**src/rtl/sram_addr_counter_if.sv**
```systemverilog
// AVR-side bus of the SRAM address counter: shift-register load, access strobes and driven address.
// SRAM_ADDR_COUNTER_ACC_COUNT_EN adds the 16-bit completed-access counter.
interface sram_addr_counter_if #(
  parameter int ADDR_W = 21
);
  logic [ADDR_W-1:0] load_addr;
  logic              load_en;
  logic              inc_en;
  logic              ce_n;
  logic              oe_n;
  logic              we_n;
  logic [ADDR_W-1:0] addr_out;
  logic              busy;
  logic              acc_done;
`ifdef SRAM_ADDR_COUNTER_ACC_COUNT_EN
  logic [15:0]       acc_count;

  modport master (
    output load_addr, load_en, inc_en, ce_n, oe_n, we_n,
    input  addr_out, busy, acc_done, acc_count
  );

  modport slave (
    input  load_addr, load_en, inc_en, ce_n, oe_n, we_n,
    output addr_out, busy, acc_done, acc_count
  );
`else
  modport master (
    output load_addr, load_en, inc_en, ce_n, oe_n, we_n,
    input  addr_out, busy, acc_done
  );

  modport slave (
    input  load_addr, load_en, inc_en, ce_n, oe_n, we_n,
    output addr_out, busy, acc_done
  );
`endif
endinterface

```
**src/rtl/sram_addr_counter.sv**
```systemverilog
// SRAM address counter: captures the serially loaded address and auto-increments it after each AVR access.
// Define SRAM_ADDR_COUNTER_ACC_COUNT_EN to add the acc_count output (completed accesses since last load).
module sram_addr_counter #(
  parameter int ADDR_W      = 21,
  parameter int SYNC_STAGES = 2
) (
  input  logic                clk,
  input  logic                reset_n,
  sram_addr_counter_if.slave  bus
);

  typedef enum logic [1:0] {
    IDLE   = 2'd0,
    ACTIVE = 2'd1,
    DONE   = 2'd2
  } state_t;

  function automatic logic [ADDR_W-1:0] addr_wrap_inc(input logic [ADDR_W-1:0] a);
    return a + ADDR_W'(1);
  endfunction

  logic [SYNC_STAGES-1:0] ce_n_sync;
  logic [SYNC_STAGES-1:0] oe_n_sync;
  logic [SYNC_STAGES-1:0] we_n_sync;
  logic [SYNC_STAGES-1:0] load_en_sync;
  logic                   ce_n_s, oe_n_s, we_n_s, load_en_s;
  logic                   load_en_q;
  logic                   load_fall;
  logic                   acc;

  state_t            state_q, state_d;
  logic [ADDR_W-1:0] addr_q, addr_d;

  // Strobes idle high, so their synchronizers reset to 1 to avoid a phantom access.
  always_ff @(posedge clk or negedge reset_n) begin
    if (!reset_n) begin
      ce_n_sync    <= '1;
      oe_n_sync    <= '1;
      we_n_sync    <= '1;
      load_en_sync <= '0;
      load_en_q    <= 1'b0;
    end else begin
      ce_n_sync    <= {ce_n_sync[SYNC_STAGES-2:0], bus.ce_n};
      oe_n_sync    <= {oe_n_sync[SYNC_STAGES-2:0], bus.oe_n};
      we_n_sync    <= {we_n_sync[SYNC_STAGES-2:0], bus.we_n};
      load_en_sync <= {load_en_sync[SYNC_STAGES-2:0], bus.load_en};
      load_en_q    <= load_en_s;
    end
  end

  assign ce_n_s    = ce_n_sync[SYNC_STAGES-1];
  assign oe_n_s    = oe_n_sync[SYNC_STAGES-1];
  assign we_n_s    = we_n_sync[SYNC_STAGES-1];
  assign load_en_s = load_en_sync[SYNC_STAGES-1];
  assign load_fall = load_en_q & ~load_en_s;
  assign acc       = ~ce_n_s & (~oe_n_s | ~we_n_s);

  always_ff @(posedge clk or negedge reset_n) begin
    if (!reset_n) begin
      state_q <= IDLE;
      addr_q  <= '0;
    end else begin
      state_q <= state_d;
      addr_q  <= addr_d;
    end
  end

  always_comb begin
    state_d = state_q;
    addr_d  = addr_q;
    case (state_q)
      IDLE:    if (acc) state_d = ACTIVE;
      ACTIVE: begin
        if (!acc) begin
          state_d = DONE;
          if (bus.inc_en) addr_d = addr_wrap_inc(addr_q);
        end
      end
      DONE:    state_d = IDLE;
      default: state_d = IDLE;
    endcase
    // Shifting freezes everything; a completed load overrides any access ending on the same edge.
    if (load_en_s) begin
      state_d = IDLE;
      addr_d  = addr_q;
    end else if (load_fall) begin
      state_d = IDLE;
      addr_d  = bus.load_addr;
    end
  end

  assign bus.addr_out = addr_q;
  assign bus.busy     = (state_q != IDLE);
  assign bus.acc_done = (state_q == DONE);

`ifdef SRAM_ADDR_COUNTER_ACC_COUNT_EN
  logic [15:0] acc_count_q;

  always_ff @(posedge clk or negedge reset_n) begin
    if (!reset_n) begin
      acc_count_q <= '0;
    end else if (load_fall) begin
      acc_count_q <= '0;
    end else if (state_q == DONE) begin
      acc_count_q <= acc_count_q + 16'd1;
    end
  end

  assign bus.acc_count = acc_count_q;
`endif

endmodule

```
**src/flat_wrapper.sv**
```systemverilog
// flat-port wrapper written by rule: the top's interface ports become plain ports
module sram_addr_counter_flat 
#(
  parameter int ADDR_W      = 21,
  parameter int SYNC_STAGES = 2
)
  (clk, reset_n, bus_load_addr, bus_load_en, bus_inc_en, bus_ce_n, bus_oe_n, bus_we_n, bus_addr_out, bus_busy, bus_acc_done);
  sram_addr_counter_if #(.ADDR_W(ADDR_W)) bus_i ();
  input  logic clk;
  input  logic reset_n;
  input wire logic [$bits(bus_i.load_addr)-1:0] bus_load_addr;
  input wire logic [$bits(bus_i.load_en)-1:0] bus_load_en;
  input wire logic [$bits(bus_i.inc_en)-1:0] bus_inc_en;
  input wire logic [$bits(bus_i.ce_n)-1:0] bus_ce_n;
  input wire logic [$bits(bus_i.oe_n)-1:0] bus_oe_n;
  input wire logic [$bits(bus_i.we_n)-1:0] bus_we_n;
  output wire logic [$bits(bus_i.addr_out)-1:0] bus_addr_out;
  output wire logic [$bits(bus_i.busy)-1:0] bus_busy;
  output wire logic [$bits(bus_i.acc_done)-1:0] bus_acc_done;
  assign bus_i.load_addr = bus_load_addr;
  assign bus_i.load_en = bus_load_en;
  assign bus_i.inc_en = bus_inc_en;
  assign bus_i.ce_n = bus_ce_n;
  assign bus_i.oe_n = bus_oe_n;
  assign bus_i.we_n = bus_we_n;
  assign bus_addr_out = bus_i.addr_out;
  assign bus_busy = bus_i.busy;
  assign bus_acc_done = bus_i.acc_done;
  sram_addr_counter #(.ADDR_W(ADDR_W), .SYNC_STAGES(SYNC_STAGES)) u_core (.clk(clk), .reset_n(reset_n), .bus(bus_i));
endmodule
```
**config.mk**
```make
export PLATFORM = sky130hd
export DESIGN_NAME = sram_addr_counter_flat
export DESIGN_NICKNAME = d
export VERILOG_FILES = /design/src/rtl/sram_addr_counter_if.sv /design/src/rtl/sram_addr_counter.sv /design/src/flat_wrapper.sv
export SDC_FILE = /design/constraint.sdc
export NUM_CORES = 1
export LEC_CHECK = 0
export ABC_CLOCK_PERIOD_IN_PS = 1900
export CORE_UTILIZATION = 46
export DETAILED_ROUTE_END_ITERATION = 7
export GPL_TIMING_DRIVEN = 0
export HOLD_SLACK_MARGIN = 0.03
export PLACE_DENSITY = 0.8
export REMOVE_ABC_BUFFERS = 1
export SETUP_SLACK_MARGIN = 0.5
export SYNTH_ARGS = -nofsm -noshare
export SYNTH_HDL_FRONTEND = slang
export SYNTH_SLANG_ARGS = --single-unit
```
**constraint.sdc**
```tcl
create_clock -name clk -period 1.9 [get_ports clk]
set_input_delay 0.285 -clock clk [delete_from_list [all_inputs] [get_ports clk]]
set_output_delay 0.285 -clock clk [all_outputs]
set_load 0.05 [all_outputs]
```
* Word level (Yosys, flattened, before mapping)
Cells that the tools add are included.
** Word-level totals
- Register bits :: 32
- Bits of input ports :: 28
- Output and inout bits :: 23
- Logic and storage cells :: 35
** Operators by class
- Add/subtract/negate cells :: 1
- Eq/ne operators :: 5
- Muxes and demuxes :: 9
- Bitwise operators :: 7
- Reduce and logical (&&, ||, !) cells :: 6
** Operators by type and width (number)
- 21-bit two-way mux :: 4
- 21-bit by 1-bit adder with 21-bit output (second input constant) :: 1
- 2-bit two-way mux :: 4
- 2-bit nonzero test :: 3
- 4-bit by 1-bit inequality test with 1-bit output (second input constant) :: 1
- 4-bit by 2-bit inequality test with 1-bit output (second input constant) :: 1
- 1-bit NOT :: 4
- 2-bit case mux with 2 select lines :: 1
- 4-bit AND reduction :: 1
- 1-bit AND :: 2
- 2-bit by 1-bit equality test with 1-bit output (second input constant) :: 1
- 2-bit equality test (second input constant) :: 1
- 2-bit zero test :: 1
- 2-bit by 1-bit inequality test with 1-bit output (second input constant) :: 1
- 2-bit AND reduction :: 1
- 1-bit OR :: 1

* Logic depth before layout (Yosys ltp)
- Depth after elaboration :: 7
- Depth in mapped cells :: 7
- Depth with buffers taken out :: 6

* Worst setup path before layout
No wires, ideal clock.
- Kind :: register to register
- Start :: register u_core.addr_q[0] (netlist: u_core.bus.addr_out[0])
- End :: register u_core.addr_q[20] (netlist: u_core.bus.addr_out[20])
- Setup time :: 70 ps
- Data arrival time :: 1978 ps
- Required time :: 1830 ps
- Slack :: -147 ps
- Cell stages (with the launch flop) :: 7
- Buffers on the path :: 0
- Period minus slack after synthesis :: 2047 ps
- Cells stage by stage :: dfrtp_1 ha_1 nand2_1 nor3_4 nand2_2 or4_1 nand3_1
** On the way
- Word-level cells in the longest chain between the ends :: 5
** Ends and longest elaborated chain
- start, declared :: line sram_addr_counter.sv:32 : logic [ADDR_W-1:0] addr_q, addr_d;
- start signal, assigned :: line sram_addr_counter.sv:64 : addr_q <= addr_d;
- 21-bit by 1-bit adder with 21-bit output :: line sram_addr_counter.sv:19 : return a + ADDR_W'(1);
- 21-bit two-way mux :: line sram_addr_counter.sv:76 : if (bus.inc_en) addr_d = addr_wrap_inc(addr_q);
- 21-bit two-way mux :: line sram_addr_counter.sv:74 : if (!acc) begin
- 21-bit two-way mux :: line sram_addr_counter.sv:71 : case (state_q)
- 21-bit two-way mux :: line sram_addr_counter.sv:86 : end else if (load_fall) begin
No other way between the ends. The select of a mux whose other input is x is not followed.
A chain may end at the register's enable or synchronous reset.

* Final worst setup path
- Start :: register u_core.addr_q[4] (netlist: u_core.bus.addr_out[4])
- End :: register u_core.addr_q[15] (netlist: u_core.bus.addr_out[15])
Same word-level chain as after synthesis.

==> results.json <==
{
  "status": "complete, no violations",
  "finClkSkew_ns": 0.02136,
  "power_uw": 2318,
  "cpMaxStageDelayCell": "dfrtp_2",
  "end_kind": "register",
  "place.port_buffers": 50,
  "report.final.slew_viol_count": 0,
  "path_cells": "nand4_4, buf_4, nor3_4, a21oi_1, o21ai_0, o211ai_1",
  "cap_violations": 0,
  "synth-seq-cells": 32,
  "cts.sinks": 32,
  "tightest_slew_ns": 0.7156,
  "diodes": 0,
  "initial_core_util_pct": 50.32,
  "crit_type": "register to register",
  "critPathLaunchType": "register",
  "ir_worst_vdd_uv": 589.4,
  "worst_slack_ns": 0.1474,
  "fp.dieH_um": 60.73,
  "totalWireLength_mm": 6.562,
  "postSynthCellCount": 166,
  "holdCritPathClass": "input pin to register",
  "final_common_cell": "buf_4",
  "final_cell_mix": "buf_4 (28), clkdlybuf4s50_1 (26), nand2_1 (17), buf_2 (17), dfrtp_1 (14)",
  "grt_start_max_net_pins": 33,
  "syn-mean-instance-area_um2": 9.557,
  "setup_viol": 0,
  "yosysWarnings": 0,
  "synth_top_cell_area_share_pct": 41.01,
  "dp.cells": 254,
  "slowest_delay_ns": 0.43,
  "ys_top_cells_by_area": "dfrtp_1 (41%), dfstp_2 (9.9%), o21ai_0 (5.0%)",
  "synth_edf_count": 0,
  "routedWlPerCell_um": 21.59,
  "period_minus_slack_ns": 1.753,
  "grt_setup_unrepaired": "true",
  "drt_iter0_markers": 181,
  "first_pass_iters": 5,
  "ys_types": 38,
  "grt_util_all_layers_pct": 30.57,
  "post-place-ws_ns": -0.4117,
  "drive_above_1_share_pct": 49.23,
  "grt_pass1_wl_mm": 7.797,
  "final_util_pct": 86.23,
  "vias": 1921,
  "dp_hpwl_mm": 2.699,
  "cts_inserted_buffers": 5,
  "ant_nets": 0,
  "yosys.area.top_type": "dfrtp_1",
  "slew-limit-headroom_pct": 52.29,
  "core_area_um2": 3153,
  "hold_violations": 0,
  "clk_path_buf_depth": 2,
  "nets": 288,
  "grt_antenna_before_repair": 1,
  "die_w_um": 60.73,
  "cts_tree": "done",
  "overflow": 0,
  "fmax_mhz": 570.6,
  "ys_seq_area_share_pct": 50.95,
  "ys.flop_type": "dfrtp_1",
  "clockRootBuffer": "clkbuf_4",
  "std_cell_rows": 20,
  "netlist_area_um2": 1587,
  "clk_latency_ns": 0.37,
  "area_growth_pct": 71.37,
  "async_reset_ff_share_pct": 100.0,
  "critPathArrivalTime_ns": 1.97,
  "pwr_density_cell_nw_per_um2": 852.7,
  "power_leakage_uw": 0.001168,
  "clk_pin_slew_worst_paths_ns": 0.13,
  "worstPathRequired_ns": 2.12,
  "die_area_um2": 3688,
  "h-tree-depth": 2,
  "via_per_inst": 6.319,
  "routabilityCongestion": 0.8271,
  "grt_pass1_vias": 1631,
  "final.period_utilization_pct": 92.24,
  "stdcell_count": 304,
  "drc_errors": 0,
  "path_max_fanout": 6,
  "io_pins": 51
}
-- registers in the layout, indices dropped and copies added (netlist names) --
signal               count
u_core.bus.addr_out     21
u_core.ce_n_sync         2
u_core.load_en_sync      2
u_core.oe_n_sync         2
u_core.state_q           2
u_core.we_n_sync         2
u_core.load_en_q         1
-- path summary, 6_finish.rpt --
path,start,to,slack (ns),cells past startpoint
setup / recovery,u_core.bus.addr_out[4],u_core.bus.addr_out[15],0.15,6
hold / removal,bus_we_n,u_core.we_n_sync[0],0.33,1
setup reg to reg,u_core.bus.addr_out[4],u_core.bus.addr_out[15],0.15,6
hold reg to reg,u_core.oe_n_sync[0],u_core.oe_n_sync[1],0.36,0
max in group asynchronous,reset_n,u_core.load_en_sync[1],0.89,2
min in group asynchronous,reset_n,u_core.bus.addr_out[6],0.48,2
-- cells in the mapped netlist, drive strengths merged, types with 3 or more instances --
cell,number
a21oi,8
nor3,3
nand3,12
nand2,21
and3,7
nor2,14
o211ai,3
dfstp,6
o311ai,6
nor2b,3
xor2,6
dfrtp,26
nand4,6
o21ai,17
clkbuf,5
-- repair_timing --
item                       in CTS  in global routing
hold buffers                    0                  1
setup endpoints to repair      70                 32
hold endpoints to repair        0                 26
pin swaps                      15                 18
buffers inserted               28                 10
cloned                          3                  0
resized for setup             161                 61
-- critical path, delay by kind of cell, from the launching register on --
kind            cells  cell delay (ns)
buf+inv             1             0.19
simple gates        2             0.47
flops               1             0.43
compound gates      3             0.51
-- cells by family after synthesis --
kind of cell	Yosys count	synth area share, %
XOR/XNOR	7	3.864
buffers and inverters	8	1.972
AO/OA/AOI/OAI	44	17.35
flip-flops	32	50.95
adder cells (fa/ha/maj)	1	0.7885
multiplexers	1	0.6309
AND/OR/NAND/NOR	73	24.45
-- area by class of cell --
class / count / area, µm²
clock inverters: 3 / 42.54
repair buffers: 89 / 757.0
well taps: 44 / 55.05
fillers: 162 / 434.2
clock buffers: 5 / 37.54
flip-flops and latches: 32 / 823.3
inverters: 2 / 7.507
multi-input cells: 129 / 996.0
-- where the power goes --
part	leakage (µW)	internal (µW)	switching, µW
Combinational	0.000760	354	525
Clock	0.0000412	274	285
Sequential	0.000367	770	112
-- metrics by stage --
stage	area, µm²	hold slack, ns	setup TNS (ns)
6_report	2719	0.3295	0
5_1_grt	2719	0.3197	0
4_1_cts	2451	0.3233	0
3_5_place_dp	2121	0.3470	-7.175
3_3_place_gp	2118	0.3320	-13.92
2_1_floorplan	1563	-0.01059	-2.201
-- metal layers --
layer / vias to the layer above / global-route usage [%] / wire length, µm
met5: - / 0 / 0
met4: 0 / 14.61 / 271
met3: 41 / 8.955 / 714
met2: 160 / 48.51 / 3212
met1: 921 / 38.54 / 2364
li1: 799 / - / -
No activity file was read; power rests on OpenSTA's default activity.
